[src/rtl/uart_core_if.sv]
// Host-side register bus of uart_core: strobes, address/data, read-back and interrupt handshake.
interface uart_core_if;
    logic       read;
    logic       write;
    logic       IACK;
    logic [1:0] addr;
    logic [7:0] din;
    logic [7:0] dout;
    logic       IRQ;

    modport master (output read, write, IACK, addr, din, input dout, IRQ);
    modport slave  (input read, write, IACK, addr, din, output dout, IRQ);
endinterface

[src/rtl/uart_core.sv]
// Register-mapped UART: programmable baud tick, 8-bit TX/RX with optional parity,
// status flags and a level interrupt serviced by IACK.
module uart_core #(
    parameter logic [15:0] RESET_DIV = 16'd0
) (
    input  logic        clk,
    input  logic        rst,
    uart_core_if.slave  bus,
    input  logic        rxd,
    output logic        txd
);

    typedef enum logic [2:0] {
        S_IDLE   = 3'd0,
        S_START  = 3'd1,
        S_DATA   = 3'd2,
        S_PARITY = 3'd3,
        S_STOP   = 3'd4
    } state_t;

    // Even parity is the plain XOR of the byte; odd parity is its complement.
    function automatic logic parity_bit(input logic [7:0] data, input logic even);
        return (^data) ^ ~even;
    endfunction

    logic [4:0]  ctrl_r;          // {TIE, RIE, EIE, PEN, EVEN}
    logic [15:0] div_r, div_nxt_s, baud_cnt_r;
    logic        tick_s;
    logic        te_r, rf_r, fe_r, ove_r, pe_r, irq_r, txd_r, irq_cond_s;
    logic [7:0]  tbr_r, rbr_r, dout_r, status_s;
    logic        wr_ctrl_s, wr_tbr_s, wr_dlo_s, wr_dhi_s, rd_stat_s, rd_rbr_s;

    state_t      tx_state_r, tx_state_nxt_s;
    logic [3:0]  tx_tcnt_r, tx_tcnt_nxt_s;
    logic [2:0]  tx_bcnt_r, tx_bcnt_nxt_s;
    logic [7:0]  tx_shift_r, tx_shift_nxt_s;
    logic        tx_par_r, tx_par_nxt_s, tx_load_s, tx_bit_end_s, txd_nxt_s;

    state_t      rx_state_r, rx_state_nxt_s;
    logic [3:0]  rx_tcnt_r, rx_tcnt_nxt_s;
    logic [2:0]  rx_bcnt_r, rx_bcnt_nxt_s;
    logic [7:0]  rx_shift_r, rx_shift_nxt_s;
    logic        rx_meta_r, rx_sync_r, rx_prev_r, rx_fall_s, rx_mid_s;
    logic        rx_done_s, rx_fe_set_s, rx_pe_set_s, rx_ovr_s, rx_store_s;

    wire pen_s  = ctrl_r[1];
    wire even_s = ctrl_r[0];

    assign wr_ctrl_s = bus.write && (bus.addr == 2'd0);
    assign wr_tbr_s  = bus.write && (bus.addr == 2'd1) && te_r;
    assign wr_dlo_s  = bus.write && (bus.addr == 2'd2);
    assign wr_dhi_s  = bus.write && (bus.addr == 2'd3);
    assign rd_stat_s = bus.read  && (bus.addr == 2'd0);
    assign rd_rbr_s  = bus.read  && (bus.addr == 2'd1);
    assign status_s  = {te_r, rf_r, fe_r, ove_r, pe_r, 3'b000};

    assign tick_s       = (baud_cnt_r == 16'd0);
    assign tx_bit_end_s = tick_s && (tx_tcnt_r == 4'd15);
    assign rx_mid_s     = tick_s && (rx_tcnt_r == 4'd15);
    assign rx_fall_s    = rx_prev_r && !rx_sync_r;

    // Next divisor value from the two byte-wide write ports.
    always_comb begin
        div_nxt_s = div_r;
        if (wr_dlo_s) begin
            div_nxt_s[7:0] = bus.din;
        end else if (wr_dhi_s) begin
            div_nxt_s[15:8] = bus.din;
        end else begin
            div_nxt_s = div_r;
        end
    end

    // Divisor register and baud down-counter; any divisor write restarts the count.
    always_ff @(posedge clk or posedge rst) begin
        if (rst) begin
            div_r      <= RESET_DIV;
            baud_cnt_r <= RESET_DIV;
        end else begin
            div_r      <= div_nxt_s;
            baud_cnt_r <= (tick_s || wr_dlo_s || wr_dhi_s) ? div_nxt_s : baud_cnt_r - 16'd1;
        end
    end

    // TX next-state: each state holds for 16 ticks, except IDLE which loads TBR as soon as TE drops.
    always_comb begin
        tx_state_nxt_s = tx_state_r;
        tx_tcnt_nxt_s  = tx_tcnt_r + {3'd0, tick_s};
        tx_bcnt_nxt_s  = tx_bcnt_r;
        tx_shift_nxt_s = tx_shift_r;
        tx_par_nxt_s   = tx_par_r;
        tx_load_s      = 1'b0;
        case (tx_state_r)
            S_IDLE: begin
                tx_tcnt_nxt_s = 4'd0;
                if (!te_r) begin
                    tx_load_s      = 1'b1;
                    tx_shift_nxt_s = tbr_r;
                    tx_par_nxt_s   = parity_bit(tbr_r, even_s);
                    tx_bcnt_nxt_s  = 3'd0;
                    tx_state_nxt_s = S_START;
                end else begin
                    tx_state_nxt_s = S_IDLE;
                end
            end
            S_START: begin
                if (tx_bit_end_s) tx_state_nxt_s = S_DATA;
                else              tx_state_nxt_s = S_START;
            end
            S_DATA: begin
                if (tx_bit_end_s) begin
                    if (tx_bcnt_r == 3'd7) begin
                        tx_state_nxt_s = pen_s ? S_PARITY : S_STOP;
                    end else begin
                        tx_shift_nxt_s = {1'b0, tx_shift_r[7:1]};
                        tx_bcnt_nxt_s  = tx_bcnt_r + 3'd1;
                    end
                end else begin
                    tx_state_nxt_s = S_DATA;
                end
            end
            S_PARITY: begin
                if (tx_bit_end_s) tx_state_nxt_s = S_STOP;
                else              tx_state_nxt_s = S_PARITY;
            end
            S_STOP: begin
                if (tx_bit_end_s) tx_state_nxt_s = S_IDLE;
                else              tx_state_nxt_s = S_STOP;
            end
            default: tx_state_nxt_s = S_IDLE;
        endcase

        case (tx_state_nxt_s)
            S_START:  txd_nxt_s = 1'b0;
            S_DATA:   txd_nxt_s = tx_shift_nxt_s[0];
            S_PARITY: txd_nxt_s = tx_par_nxt_s;
            default:  txd_nxt_s = 1'b1;
        endcase
    end

    // TX state register; txd is registered from the upcoming state so it changes with the state.
    always_ff @(posedge clk or posedge rst) begin
        if (rst) begin
            tx_state_r <= S_IDLE;
            tx_tcnt_r  <= 4'd0;
            tx_bcnt_r  <= 3'd0;
            tx_shift_r <= 8'd0;
            tx_par_r   <= 1'b0;
            txd_r      <= 1'b1;
        end else begin
            tx_state_r <= tx_state_nxt_s;
            tx_tcnt_r  <= tx_tcnt_nxt_s;
            tx_bcnt_r  <= tx_bcnt_nxt_s;
            tx_shift_r <= tx_shift_nxt_s;
            tx_par_r   <= tx_par_nxt_s;
            txd_r      <= txd_nxt_s;
        end
    end

    // RX next-state: start is verified half a bit in, then each bit is sampled mid-cell.
    always_comb begin
        rx_state_nxt_s = rx_state_r;
        rx_tcnt_nxt_s  = rx_tcnt_r + {3'd0, tick_s};
        rx_bcnt_nxt_s  = rx_bcnt_r;
        rx_shift_nxt_s = rx_shift_r;
        rx_done_s      = 1'b0;
        rx_fe_set_s    = 1'b0;
        rx_pe_set_s    = 1'b0;
        case (rx_state_r)
            S_IDLE: begin
                rx_tcnt_nxt_s = 4'd0;
                if (rx_fall_s) rx_state_nxt_s = S_START;
                else           rx_state_nxt_s = S_IDLE;
            end
            S_START: begin
                if (tick_s && (rx_tcnt_r == 4'd7)) begin
                    rx_tcnt_nxt_s  = 4'd0;
                    rx_bcnt_nxt_s  = 3'd0;
                    rx_state_nxt_s = rx_sync_r ? S_IDLE : S_DATA;
                end else begin
                    rx_state_nxt_s = S_START;
                end
            end
            S_DATA: begin
                if (rx_mid_s) begin
                    rx_shift_nxt_s = {rx_sync_r, rx_shift_r[7:1]};
                    if (rx_bcnt_r == 3'd7) begin
                        rx_state_nxt_s = pen_s ? S_PARITY : S_STOP;
                    end else begin
                        rx_bcnt_nxt_s = rx_bcnt_r + 3'd1;
                    end
                end else begin
                    rx_state_nxt_s = S_DATA;
                end
            end
            S_PARITY: begin
                if (rx_mid_s) begin
                    rx_pe_set_s    = (rx_sync_r != parity_bit(rx_shift_r, even_s));
                    rx_state_nxt_s = S_STOP;
                end else begin
                    rx_state_nxt_s = S_PARITY;
                end
            end
            S_STOP: begin
                if (rx_mid_s) begin
                    rx_done_s      = 1'b1;
                    rx_fe_set_s    = !rx_sync_r;
                    rx_state_nxt_s = S_IDLE;
                end else begin
                    rx_state_nxt_s = S_STOP;
                end
            end
            default: rx_state_nxt_s = S_IDLE;
        endcase
    end

    // rxd synchroniser, edge-detect history and RX state register.
    always_ff @(posedge clk or posedge rst) begin
        if (rst) begin
            rx_meta_r  <= 1'b1;
            rx_sync_r  <= 1'b1;
            rx_prev_r  <= 1'b1;
            rx_state_r <= S_IDLE;
            rx_tcnt_r  <= 4'd0;
            rx_bcnt_r  <= 3'd0;
            rx_shift_r <= 8'd0;
        end else begin
            rx_meta_r  <= rxd;
            rx_sync_r  <= rx_meta_r;
            rx_prev_r  <= rx_sync_r;
            rx_state_r <= rx_state_nxt_s;
            rx_tcnt_r  <= rx_tcnt_nxt_s;
            rx_bcnt_r  <= rx_bcnt_nxt_s;
            rx_shift_r <= rx_shift_nxt_s;
        end
    end

    // A byte landing while RBR is being read replaces it without counting as an overrun.
    assign rx_store_s = rx_done_s && (!rf_r || rd_rbr_s);
    assign rx_ovr_s   = rx_done_s && rf_r && !rd_rbr_s;
    assign irq_cond_s = (ctrl_r[4] && te_r) || (ctrl_r[3] && rf_r) ||
                        (ctrl_r[2] && (fe_r || ove_r || pe_r));

    // Host registers, status flags, read data and interrupt line.
    always_ff @(posedge clk or posedge rst) begin
        if (rst) begin
            ctrl_r <= 5'd0;
            tbr_r  <= 8'd0;
            rbr_r  <= 8'd0;
            te_r   <= 1'b1;
            rf_r   <= 1'b0;
            fe_r   <= 1'b0;
            ove_r  <= 1'b0;
            pe_r   <= 1'b0;
            dout_r <= 8'd0;
            irq_r  <= 1'b0;
        end else begin
            ctrl_r <= wr_ctrl_s ? bus.din[7:3] : ctrl_r;
            tbr_r  <= wr_tbr_s  ? bus.din      : tbr_r;
            rbr_r  <= rx_store_s ? rx_shift_r  : rbr_r;
            te_r   <= tx_load_s | (te_r & ~wr_tbr_s);
            rf_r   <= rx_done_s | (rf_r & ~rd_rbr_s);
            fe_r   <= rx_fe_set_s | (fe_r  & ~rd_stat_s);
            ove_r  <= rx_ovr_s    | (ove_r & ~rd_stat_s);
            pe_r   <= rx_pe_set_s | (pe_r  & ~rd_stat_s);
            irq_r  <= bus.IACK ? 1'b0 : irq_cond_s;
            if (bus.read) begin
                case (bus.addr)
                    2'd0:    dout_r <= status_s;
                    2'd1:    dout_r <= rbr_r;
                    2'd2:    dout_r <= div_r[7:0];
                    2'd3:    dout_r <= div_r[15:8];
                    default: dout_r <= 8'd0;
                endcase
            end else begin
                dout_r <= dout_r;
            end
        end
    end

    assign bus.dout = dout_r;
    assign bus.IRQ  = irq_r;
    assign txd      = txd_r;

endmodule
[src/flat_wrapper.sv]
// flat-port wrapper written by rule: the top's interface ports become plain ports
module uart_core_flat 
#(
    parameter logic [15:0] RESET_DIV = 16'd0
)
  (clk, rst, rxd, txd, bus_read, bus_write, bus_IACK, bus_addr, bus_din, bus_dout, bus_IRQ);
  uart_core_if bus_i ();
  input  logic clk;
  input  logic rst;
  input  logic rxd;
  output logic txd;
  input wire logic [$bits(bus_i.read)-1:0] bus_read;
  input wire logic [$bits(bus_i.write)-1:0] bus_write;
  input wire logic [$bits(bus_i.IACK)-1:0] bus_IACK;
  input wire logic [$bits(bus_i.addr)-1:0] bus_addr;
  input wire logic [$bits(bus_i.din)-1:0] bus_din;
  output wire logic [$bits(bus_i.dout)-1:0] bus_dout;
  output wire logic [$bits(bus_i.IRQ)-1:0] bus_IRQ;
  assign bus_i.read = bus_read;
  assign bus_i.write = bus_write;
  assign bus_i.IACK = bus_IACK;
  assign bus_i.addr = bus_addr;
  assign bus_i.din = bus_din;
  assign bus_dout = bus_i.dout;
  assign bus_IRQ = bus_i.IRQ;
  uart_core #(.RESET_DIV(RESET_DIV)) u_core (.clk(clk), .rst(rst), .bus(bus_i), .rxd(rxd), .txd(txd));
endmodule
[config.mk]
export PLATFORM = sky130hd
export DESIGN_NAME = uart_core_flat
export DESIGN_NICKNAME = d
export VERILOG_FILES = /design/src/rtl/uart_core_if.sv /design/src/rtl/uart_core.sv /design/src/flat_wrapper.sv
export SDC_FILE = /design/constraint.sdc
export NUM_CORES = 1
export LEC_CHECK = 0
export BUFFER_PORTS_ARGS = -buffer_cell sky130_fd_sc_hd__buf_2
export CAP_MARGIN = 15
export CORE_MARGIN = 3
export CORE_UTILIZATION = 44
export CTS_BUF_LIST = sky130_fd_sc_hd__clkbuf_16
export CTS_CLUSTER_DIAMETER = 120
export DETAILED_ROUTE_END_ITERATION = 12
export GPL_TIMING_DRIVEN = 0
export SYNTH_ARGS = -nofsm -noshare
export SYNTH_HDL_FRONTEND = slang
export SYNTH_SLANG_ARGS = --single-unit
[constraint.sdc]
create_clock -name clk -period 4.2 [get_ports clk]
set_input_delay 0.42 -clock clk [delete_from_list [all_inputs] [get_ports clk]]
set_output_delay 0.42 -clock clk [all_outputs]
set_load 0.03 [all_outputs]
Word-level counts from Yosys, hierarchy flattened

Index checks and enable logic that the tools add are counted.

Bits in registers: 108
Bits of input ports: 16
Output and inout port bits: 10
Logic and storage cells: 160

$add $sub $neg: 5
Equality and inequality tests: 27
Mux-type cells: 48
Bitwise logic cells: 16
Reductions and logical operators: 38

Operator list:

| cell                    | count |
|---|---|
| $mux W3                 | 16 |
| $mux W8                 | 6 |
| $pmux W8 S4             | 1 |
| $pmux W3 S5             | 2 |
| $eq A3 B2 Y1 const B    | 6 |
| $logic_and A1 B1 Y1     | 17 |
| $logic_not A16 Y1       | 1 |
| $mux W16                | 1 |
| $pmux W8 S2             | 1 |
| $reduce_xor A8 Y1       | 2 |
| $sub A16 B1 Y16 const B | 1 |
| $mux W1                 | 13 |
| $eq A3 B3 Y1 const B    | 4 |
| $pmux W3 S2             | 2 |
| $eq A3 B1 Y1 const B    | 3 |
| $add A4 B1 Y4           | 2 |
| $eq A4 B4 Y1 const B    | 2 |
| $mux W4                 | 2 |
| $pmux W4 S2             | 1 |
| $reduce_and A4 Y1       | 2 |
| $logic_or A1 B1 Y1      | 7 |
| $add A3 B1 Y3 const B   | 2 |
| $logic_not A3 Y1        | 2 |
| $ne A2 B1 Y1 const B    | 3 |
| 16 further kinds        | 35 |

Depth between registers and ports, before layout

Gate-level depths: netlist of the first run.

Depth after elaboration: 7
Gate-level depth with buffers: 9

Least setup slack after synthesis of the first run

No wires, ideal clock.

Path type: register to register
From: register u_core.baud_cnt_r[0]
To: register u_core.rbr_r[0]
Setup time: 125 ps
Arrival: 2068 ps
Data required time: 4075 ps
Setup slack: 2007 ps
Stages on the path, launching flop included: 9
Buffers on the path: 1
Clock period less this slack: 2193 ps
Cells stage by stage: dfrtp_1 -> inv_1 -> ha_1 -> nor4b_2 -> and4_1 -> nand3_1 -> nor2b_1 -> buf_4 -> mux2_2

Word-level cells in the longest chain between the ends: 5

Ends and longest elaborated chain:

| what                   | line             | source |
|---|---|---|
| start, declared        | uart_core.sv:27  | `logic [15:0] div_r, div_nxt_s, baud_cnt_r;` |
| start signal, assigned | uart_core.sv:81  | `baud_cnt_r <= (tick_s \|\| wr_dlo_s \|\| wr_dhi_s) ? div_nxt_s : baud_cnt_r - 16'd1;` |
| $logic_not A16 Y1      | uart_core.sv:57  | `assign tick_s = (baud_cnt_r == 16'd0);` |
| $logic_and A1 B1 Y1    | uart_core.sv:59  | `assign rx_mid_s = tick_s && (rx_tcnt_r == 4'd15);` |
| $mux W1                | uart_core.sv:205 | `if (rx_mid_s) begin` |
| $mux W1                | uart_core.sv:169 | `case (rx_state_r)` |
| $logic_and A1 B1 Y1    | uart_core.sv:239 | `assign rx_store_s = rx_done_s && (!rf_r \|\| rd_rbr_s);` |
| end signal, assigned   | uart_core.sv:260 | `rbr_r <= rx_store_s ? rx_shift_r : rbr_r;` |
| end, declared          | uart_core.sv:30  | `logic [7:0] tbr_r, rbr_r, dout_r, status_s;` |

No other way between the ends.
A chain may end at the register's enable or synchronous reset.

Worst setup path in the final report of the first run

From: register u_core.baud_cnt_r[0]
To: register u_core.rbr_r[1]

The elaborated chain is that of the path after synthesis.

==> results of run 1 <==
## cells in the mapped netlist, types with 6 or more instances
cell type / n / area (µm²)
o21ai_0: 11 / 55.05
nor3_1: 6 / 30.03
nand3_1: 14 / 70.07
a22o_1: 9 / 78.83
mux2_2: 58 / 653.1
xnor2_1: 23 / 201.4
dfrtp_1: 103 / 2577
ha_1: 9 / 112.6
xor2_1: 9 / 78.83
nand2_1: 24 / 90.09
clkbuf_1: 10 / 37.54
a21oi_1: 18 / 90.09
nor2_1: 29 / 108.9
inv_1: 11 / 41.29
a21o_1: 8 / 60.06
## area by class of cell
class | instances | share of cell area
Clock buffer | 9 | 0.03896
Tap cell | 143 | 0.03095
Timing Repair Buffer | 24 | 0.02468
Multi-Input combinational cell | 292 | 0.4123
Sequential cell | 108 | 0.4686
Inverter | 11 | 0.007576
Buffer | 13 | 0.009307
Clock inverter | 7 | 0.007576
## kinds of logic after synthesis
kind of cell    count (synthesis)  share of synthesized area
simple gates                  113                     0.1247
flops                         108                     0.5222
mux                            71                     0.1679
compound gates                 66                    0.08683
xor+xnor                       33                    0.05837
buf+inv                        24                    0.01833
fa+ha+maj                       9                    0.02171
## metrics by stage
step	setup WS, ns	util	setup TNS (ns)	area, µm²
2_1_floorplan	0.9427	-	0	5187
3_3_place_gp	-0.3639	0.4780	-36.98	5482
3_5_place_dp	1.576	0.4806	0	5512
4_1_cts	1.572	0.5041	0	5781
5_1_grt	1.335	0.5041	0	5781
6_report	1.586	0.5041	0	5781
## report_power, final
group          total (mW)  internal (mW)  switching [mW]
logic               0.597          0.320           0.277
registers            1.36           1.20           0.160
clock network       0.779          0.399           0.380
## sequential cells by signal, summed over array words and instances (netlist names), 5 cells and up
name and cells:
u_core.rbr_r 8, u_core.rx_shift_r 8, u_core.bus.dout 8, u_core.tx_shift_r 8
u_core.ctrl_r 5, u_core.tbr_r 8, u_core.baud_cnt_r 16, u_core.div_r 16
## path summary, 6_finish.rpt
kind / start / end / slack, ns
worst max-delay path: u_core.baud_cnt_r[0]$_DFF_PP0_ / u_core.rbr_r[1]$_DFFE_PP0P_ / 1.59
worst min-delay path: rxd / u_core.rx_meta_r$_DFF_PP1_ / 0.17
worst max register to register: u_core.baud_cnt_r[0]$_DFF_PP0_ / u_core.rbr_r[1]$_DFFE_PP0P_ / 1.59
worst min register to register: u_core.rx_meta_r$_DFF_PP1_ / u_core.rx_sync_r$_DFF_PP1_ / 0.36
max in group asynchronous: rst / u_core.te_r$_DFF_PP1_ / 3.25
min in group asynchronous: rst / u_core.rx_bcnt_r[1]$_DFFE_PP0P_ / 0.18
## metal layers
| metal | up-vias | GRT usage |
|---|---|---|
| met2 | 64 | 0.2875 |
| met4 | 0 | 0.04038 |
| met3 | 9 | 0.04810 |
| met1 | 1684 | 0.2502 |
| met5 | - | 0 |
| li1 | 1595 | - |
==> flow_metrics.env, run 1 <==
export IMPL_drtAntennaViolNets=0
export IMPL_num_io_pins=26
export IMPL_met1_length_mm=5.123
export IMPL_power_total_mw=2.735
export IMPL_fmax_mhz=382.5
export IMPL_cts_buffers=9
export IMPL_worst_path_largest_cell_delay_ns=0.42
export IMPL_final_cells=607
export IMPL_antenna_found_initial=0
export IMPL_vias_per_cell=5.522
export IMPL_die_area_mm2=0.01313
export IMPL_critPathArrivalTime_ns=2.85
export IMPL_final_common_cell="dfrtp_1"
export IMPL_path_buf_inv=2
export IMPL_gr_total_overflow=0
export IMPL_leakage_nw=2.664
export IMPL_status="completed"
export IMPL_cts_resized=0
export IMPL_tightest_slew_ns=0.8478
export IMPL_grt_pass1_wl_mm=18.13
export IMPL_cts_buffer_depth=2
export IMPL_syn_avg_cell_area_um2=12.23
export IMPL_tritoncts="built"
export IMPL_nFillCells=985
export IMPL_start_util=0.4524
export IMPL_yosys_register_bits=108
export IMPL_clk_latency_ns=0.35
export IMPL_netlist_area_mm2=0.005187
export IMPL_crit_required_ns=4.43
export IMPL_worstSetupStartpointType="flop"
export IMPL_clock_skew_ns=0.005477
export IMPL_core_area_mm2=0.01147
export IMPL_critPathKind="flop to flop"
export IMPL_drive_above_1_share=0.2737
export IMPL_grt_pass1_vias=3369
export IMPL_setup_viol=0
export IMPL_vias=3352
export IMPL_clk_pin_slew_worst_paths_ns=0.07
export IMPL_fp_dieH_um=114.6
export IMPL_min_period_ns=2.614
export IMPL_post_cts_setup_buffers=0
export IMPL_hold_depth=1
export IMPL_ys_warn_count=0
export IMPL_min_path_type="primary input to flop"
export IMPL_cpLargestDelayFamily="simple AND/OR/NAND/NOR gates"
export IMPL_drc=0
export IMPL_grt_util_all_layers=0.1811
export IMPL_dr_pass1_iters=4
export IMPL_cts_hold_buf=0
export IMPL_synthFlopType="dfrtp_1"
export IMPL_placed_cells=591
export IMPL_synth_edf_count=0
export IMPL_peakVddDrop_v=0.0004410
export IMPL_clock_sinks=108
export IMPL_cp_slowest_cell="and4_1"
export IMPL_dr_wl_met3_um=424
export IMPL_syn_inst=424
export IMPL_powerDensity_mw_per_mm2=473.1
export IMPL_timing_slew_headroom=0.4336
export IMPL_whs_ns=0.1652
export IMPL_drv_cap=0
export IMPL_regArea_mm2=0.002709
export IMPL_path_depth=8
export IMPL_htree_levels=3
export IMPL_fin_crit_sh=0.6224
export IMPL_wirelength_mm=10.96
export IMPL_post_drt_wl_per_cell_um=18.06
export IMPL_crit_chain="inv_1 -> ha_1 -> nor4b_2 -> and4_1 -> nand3_1 -> nor2b_1 -> buf_4 -> mux2_2"
export IMPL_num_rows=39
export IMPL_layout_common_cells="dfrtp_1 (103), mux2_2 (58), nor2_1 (29)"
export IMPL_drv_slew=0
export IMPL_multi_input_area_mm2=0.002384
export IMPL_n_antenna_cell=0
export IMPL_worst_r2r_cell_count=8
export IMPL_synth_distinct_cells=58
export IMPL_syn_num_nets=449
export IMPL_dpl_hpwl_mm=8.077
export IMPL_place_congestion=0.8974
export IMPL_first_iter_violations=166
export IMPL_wl_met2_mm=5.297
export IMPL_grt_max_degree=56
export IMPL_rsz0062_at_grt="no"
export IMPL_top_layer="met4"
export IMPL_area_growth_pct=11.43
export IMPL_cp_max_fo=8
export IMPL_end_kind="flop"
export IMPL_nets=484
export IMPL_port_buffers=23
export IMPL_async_reset_ff_frac=1.000
export IMPL_hold_violations=0
export IMPL_ys_seq_area_frac=0.5222
export IMPL_cts_root_buf="clkbuf_16"
export IMPL_die_x_um=114.6
No activity file was read; power rests on OpenSTA's default activity.
==> run 2, diff against run 1 <==
- ABC_AREA: default -> 1
- clock period: 4.2 -> 2.7 ns (I/O delays scaled with it)
==> run 2 against run 1 <==
Against the previous run:
- worst setup slack lost 1.0 ns
- final cell count grew 33%
- cell area grew 1.2%
- critical path depth grew 2
- total power grew 65%
- wire length grew 5.5%
- sequential share of layout area shrank 0.54 points
==> flow_metrics.env, run 2 <==
export IMPL_fp_dieH_um=114.9
export IMPL_final_cells=807
export IMPL_drtAntennaViolNets=0
export IMPL_fin_tns_setup_ns=0
export IMPL_critPathKind="flop to flop"
export IMPL_leakage_nw=2.833
export IMPL_vias=4159
export IMPL_async_reset_ff_frac=1.000
export IMPL_wirelength_mm=11.56
export IMPL_placed_cells=791
export IMPL_rsz0062_at_grt="no"
export IMPL_grt_util_all_layers=0.1928
export IMPL_layout_common_cells="nand2_1 (184), dfrtp_1 (103), inv_1 (72)"
export IMPL_cts_buffers=9
export IMPL_syn_avg_cell_area_um2=8.419
export IMPL_design_area_mm2=0.005848
export IMPL_powerDensity_mw_per_mm2=772.1
export IMPL_worst_path_largest_cell_delay_ns=0.37
export IMPL_yosys_area_top_type="dfrtp_1"
export IMPL_nets=685
export IMPL_synthFlopType="dfrtp_1"
export IMPL_grt_max_degree=37
export IMPL_min_period_ns=2.163
export IMPL_ys_seq_area_frac=0.5189
export IMPL_cp_max_fo=5
export IMPL_tritoncts="built"
export IMPL_post_cts_setup_buffers=0
export IMPL_cp_slowest_cell="dfrtp_1"
export IMPL_fin_crit_sh=0.8013
export IMPL_vias_per_cell=5.154
export IMPL_post_drt_wl_per_cell_um=14.33
export IMPL_synth_distinct_cells=36
export IMPL_drc=0
export IMPL_synth_most_common_cell="nand2_1"
export IMPL_ys_warn_count=0
export IMPL_dr_pass1_iters=6
export IMPL_fmax_mhz=462.2
export IMPL_die_x_um=114.9
export IMPL_yosys_top_cells_count="nand2_1 (184), dfrtp_1 (103), inv_1 (71)"
export IMPL_place_ws_ns=0.5538
export IMPL_area_growth_pct=12.03
export IMPL_synthTopCellsByArea="dfrtp_1 (49%), nand2_1 (13%), o21ai_0 (5.4%)"
export IMPL_first_iter_violations=228
export IMPL_syn_num_nets=645
export IMPL_cts_root_buf="clkbuf_16"
export IMPL_start_util=0.4533
export IMPL_timing_slew_headroom=0.6192
export IMPL_power_total_mw=4.515
export IMPL_hold_violations=0
export IMPL_setup_viol=0
export IMPL_peakVddDrop_v=0.0006324
export IMPL_crit_required_ns=2.92
export IMPL_antenna_found_initial=0
export IMPL_grt_pass1_wl_mm=19.94
export IMPL_clock_sinks=108
export IMPL_place_area_mm2=0.005588
export IMPL_num_io_pins=26
export IMPL_cts_hold_buf=1
export IMPL_cts_resized=0
export IMPL_grt_pass1_vias=4123
export IMPL_n_antenna_cell=0
export IMPL_tightest_slew_ns=0.5681
export IMPL_status="completed"
export IMPL_final_common_cell="nand2_1"
export IMPL_num_rows=39
export IMPL_whs_ns=0.01267
export IMPL_min_path_type="primary input to flop"
export IMPL_syn_inst=620
export IMPL_port_buffers=25
export IMPL_reg_top3="u_core.baud_cnt_r (16), u_core.div_r (16)"
export IMPL_core_area_mm2=0.01152
export IMPL_clk_pin_slew_worst_paths_ns=0.07
export IMPL_drv_cap=0
export IMPL_place_congestion=0.8881
export IMPL_drv_slew=0
export IMPL_synth_top_area_share=0.4938
export IMPL_dpl_hpwl_mm=8.837
export IMPL_synth_edf_count=0
export IMPL_htree_levels=3
export IMPL_crit_top_cell="ha_1"
export IMPL_clock_skew_ns=0.006257
export IMPL_critPathArrivalTime_ns=2.39
export IMPL_die_area_mm2=0.01321
export IMPL_nFillCells=1111
export IMPL_netlist_area_mm2=0.005220
export IMPL_yosys_register_bits=108
export IMPL_setup_ws_ns=0.5366
export IMPL_worstSetupStartpointType="flop"
export IMPL_final_util=0.5078
export IMPL_end_kind="flop"
export IMPL_drive_above_1_share=0.1145
export IMPL_crit_chain="inv_1 -> ha_1 -> nand2_2 -> nor2_1 -> nand4_1 -> nor2_2 -> ha_1 -> ha_1 -> xnor2_1 -> nor2_1"
export IMPL_clk_latency_ns=0.35
export IMPL_cts_buffer_depth=2
export IMPL_gr_total_overflow=0
[run 2: cell types whose count changed after synthesis, sizes merged, moves of 8 or more]
cell	before	now
a21o	8	0
a21oi	18	9
inv	11	76
mux2	63	0
nand2	26	189
nand3	14	22
nor2	29	49
o21ai	12	76
[run 2: worst paths after layout]
path	slack, ns	startpoint	to	cells past startpoint
setup reg to reg	0.54	u_core.baud_cnt_r[0]$_DFF_PP0_	u_core.rx_tcnt_r[2]$_DFF_PP0_	10
min in group asynchronous	0.43	rst	u_core.rx_shift_r[2]$_DFFE_PP0P_	3
max in group asynchronous	1.57	rst	u_core.tx_bcnt_r[0]$_DFFE_PP0P_	5
setup / recovery	0.54	u_core.baud_cnt_r[0]$_DFF_PP0_	u_core.rx_tcnt_r[2]$_DFF_PP0_	10
hold / removal	0.01	rxd	u_core.rx_meta_r$_DFF_PP1_	1
hold reg to reg	0.36	u_core.rx_meta_r$_DFF_PP1_	u_core.rx_sync_r$_DFF_PP1_	0
[run 2: area by class of cell]
type,count,area (µm²),share of cell area
Clock inverter,6,25.02,0.004279
Inverter,76,289.0,0.04942
Clock buffer,9,225.2,0.03851
Buffer,9,47.55,0.008130
Sequential cell,108,2709,0.4632
Tap cell,143,178.9,0.03059
Multi-Input combinational cell,427,2178,0.3725
Timing Repair Buffer,29,195.2,0.03338
[run 2: critical path, delay by kind of cell (launching register included)]
kind | cells | cell delay (ns)
simple gates | 5 | 0.81
xor+xnor | 1 | 0.12
flops | 1 | 0.37
buf+inv | 1 | 0.10
fa+ha+maj | 3 | 0.62
[run 2: routing by layer]
metal,vias up,track usage,part of all wire
met5,-,0,0
met4,0,0.04773,0.014
met3,12,0.04737,0.038
met2,87,0.3121,0.47
met1,1989,0.2626,0.48
li1,2071,-,-
[run 2: power breakdown]
part	switching, mW	internal [mW]	leakage (nW)	total, mW
clock	0.568	0.605	0.133	1.17
sequential	0.240	1.94	1.39	2.18
combinational	0.725	0.441	1.31	1.17
[run 2: logic make-up (layout without fill, tap and decap cells)]
family / Yosys count / after routing / share of synthesized area
AO/OA/AOI/OAI: 105 / 105 / 0.1129
adder cells (fa/ha/maj): 9 / 9 / 0.02157
buffers and inverters: 85 / 129 / 0.06376
flip-flops: 108 / 108 / 0.5189
XOR/XNOR: 31 / 31 / 0.05201
AND/OR/NAND/NOR: 282 / 282 / 0.2308
==> run 3, diff against run 2 <==
- clock period: 2.7 -> 2.1 ns (I/O delays scaled with it)
==> run 3 against run 2 <==
Against the previous run:
- global-route usage unchanged
- first-iteration DRC count up 22%
- non-clock buffer count grew 5
- cell area grew 1.8%
- via count is 0.99% higher
- wire length increased by 1.3%
- clock skew grew 0.0017 ns
- critical path depth decreased by 2
==> flow_metrics.env, run 3 (synthesis results as in run 2) <==
export IMPL_placed_cells=791
export IMPL_clock_skew_ns=0.007908
export IMPL_wirelength_mm=11.71
export IMPL_fp_dieH_um=114.9
export IMPL_core_area_mm2=0.01152
export IMPL_vias=4200
export IMPL_num_rows=39
export IMPL_antenna_found_initial=0
export IMPL_dpl_hpwl_mm=8.837
export IMPL_start_util=0.4533
export IMPL_drc=0
export IMPL_reg_top3="u_core.baud_cnt_r (16), u_core.div_r (16)"
export IMPL_drv_slew=0
export IMPL_status="completed"
export IMPL_drv_cap=0
export IMPL_final_common_cell="nand2_1"
export IMPL_num_io_pins=26
export IMPL_hold_start="bus_IACK"
export IMPL_drtAntennaViolNets=0
export IMPL_cts_root_buf="clkbuf_16"
export IMPL_design_area_mm2=0.005956
export IMPL_fin_crit_sh=0.9290
export IMPL_place_area_mm2=0.005588
export IMPL_nets=690
export IMPL_dr_pass1_iters=5
export IMPL_clk_pin_slew_worst_paths_ns=0.07
export IMPL_worstSetupStartpointType="flop"
export IMPL_timing_slew_headroom=0.6187
export IMPL_reg2reg_from="u_core.baud_cnt_r[6]$_DFF_PP0_"
export IMPL_gr_total_overflow=0
export IMPL_drive_above_1_share=0.1256
export IMPL_grt_max_degree=37
export IMPL_cp_max_fo=4
export IMPL_final_cells=812
export IMPL_setup_viol=0
export IMPL_clock_sinks=108
export IMPL_leakage_nw=2.864
export IMPL_grt_pass1_vias=4125
export IMPL_crit_required_ns=2.32
export IMPL_tightest_slew_ns=0.5689
export IMPL_clk_latency_ns=0.35
export IMPL_critPathArrivalTime_ns=2.18
export IMPL_grt_pass1_wl_mm=19.95
export IMPL_min_path_type="primary input to flop"
export IMPL_vias_per_cell=5.172
export IMPL_tritoncts="built"
export IMPL_first_iter_violations=279
export IMPL_port_buffers=25
export IMPL_grt_util_all_layers=0.1928
export IMPL_area_growth_pct=14.09
export IMPL_rsz0062_at_grt="no"
export IMPL_min_period_ns=1.951
export IMPL_critPathKind="flop to flop"
export IMPL_fmax_mhz=512.6
export IMPL_die_area_mm2=0.01321
export IMPL_hold_violations=0
export IMPL_cts_buffer_depth=2
export IMPL_place_congestion=0.8881
export IMPL_layout_common_cells="nand2_1 (184), dfrtp_1 (103), inv_1 (71)"
export IMPL_cts_buffers=9
export IMPL_crit_start="u_core.baud_cnt_r[6]$_DFF_PP0_"
export IMPL_die_x_um=114.9
export IMPL_post_drt_wl_per_cell_um=14.43
export IMPL_peakVddDrop_v=0.0008427
export IMPL_powerDensity_mw_per_mm2=984.2
export IMPL_end_kind="flop"
export IMPL_n_antenna_cell=0
export IMPL_htree_levels=3
-- run 3: cell count changes in the layout (fill, tap and decap cells not counted), sizes merged --
cell         previous run  this run
dlygate4sd3             1         2
buf                    34        38
-- run 3: path summary, 6_finish.rpt --
check                                                    to  slack, ns  depth (start not counted)
setup / recovery              u_core.rx_tcnt_r[2]$_DFF_PP0_       0.15                          8
hold / removal                     u_core.bus.IRQ$_DFF_PP0_       0.05                          2
setup reg to reg              u_core.rx_tcnt_r[2]$_DFF_PP0_       0.15                          8
hold reg to reg                  u_core.rx_sync_r$_DFF_PP1_       0.36                          0
max in group asynchronous   u_core.tx_bcnt_r[0]$_DFFE_PP0P_       1.02                          5
min in group asynchronous  u_core.rx_shift_r[2]$_DFFE_PP0P_       0.37                          3
-- run 3: worst max-delay path: stages (launching register included) --
cell	delay, ns
dfrtp_1	0.42
nor2_1	0.15
and2_1	0.21
nand4_1	0.19
nor2_4	0.32
ha_4	0.19
ha_1	0.15
xnor2_1	0.12
nor2_1	0.06
-- run 3: power by group --
group / internal (mW) / leakage (nW) / switching, mW / total [mW]
registers: 2.49 / 1.39 / 0.311 / 2.80
logic: 0.594 / 1.34 / 0.953 / 1.55
clock network: 0.778 / 0.133 / 0.736 / 1.51
total: 3.86 / 2.86 / 2.00 / 5.86
-- run 3: area by class of cell --
cell class / instances / area (µm²)
clock inverter: 6 / 25.02
timing repair buffer: 34 / 235.2
buffer: 9 / 62.56
multi-input combinational: 427 / 2231
tap: 143 / 178.9
sequential: 108 / 2709
inverter: 76 / 289.0
clock buffer: 9 / 225.2
fill: 1091 / 5560
-- run 3: layer usage --
layer / part of all wire / global-route usage
met1: 0.47 / 0.2629
met2: 0.48 / 0.3117
met3: 0.032 / 0.04737
met4: 0.013 / 0.04773
met5: 0 / 0
-- run 3: repair_timing --
item | 4_1_cts | 5_1_grt
pin swaps | 0 | 3
setup endpoints to repair | 7 | 50
setup buffers | 0 | 4
gates resized for setup | 1 | 17
hold buffers | 2 | 0
hold endpoints to repair | 10 | 0
-- run 3: stage by stage --
stage                     setup WS, ns  hold slack [ns]  utilization   TNS, ns  power [mW]
final                           0.1491          0.04548       0.5172         0       5.861
after global routing           0.01948          0.03746       0.5172         0       6.270
after CTS                      0.02704          0.02766       0.5091         0       5.864
after detailed placement      -0.04622           0.1971       0.4852  -0.09610       4.336
after global placement         -0.1611           0.3156       0.4800    -15.78       4.283
after floorplan                 0.3307           0.2145            -         0       3.934
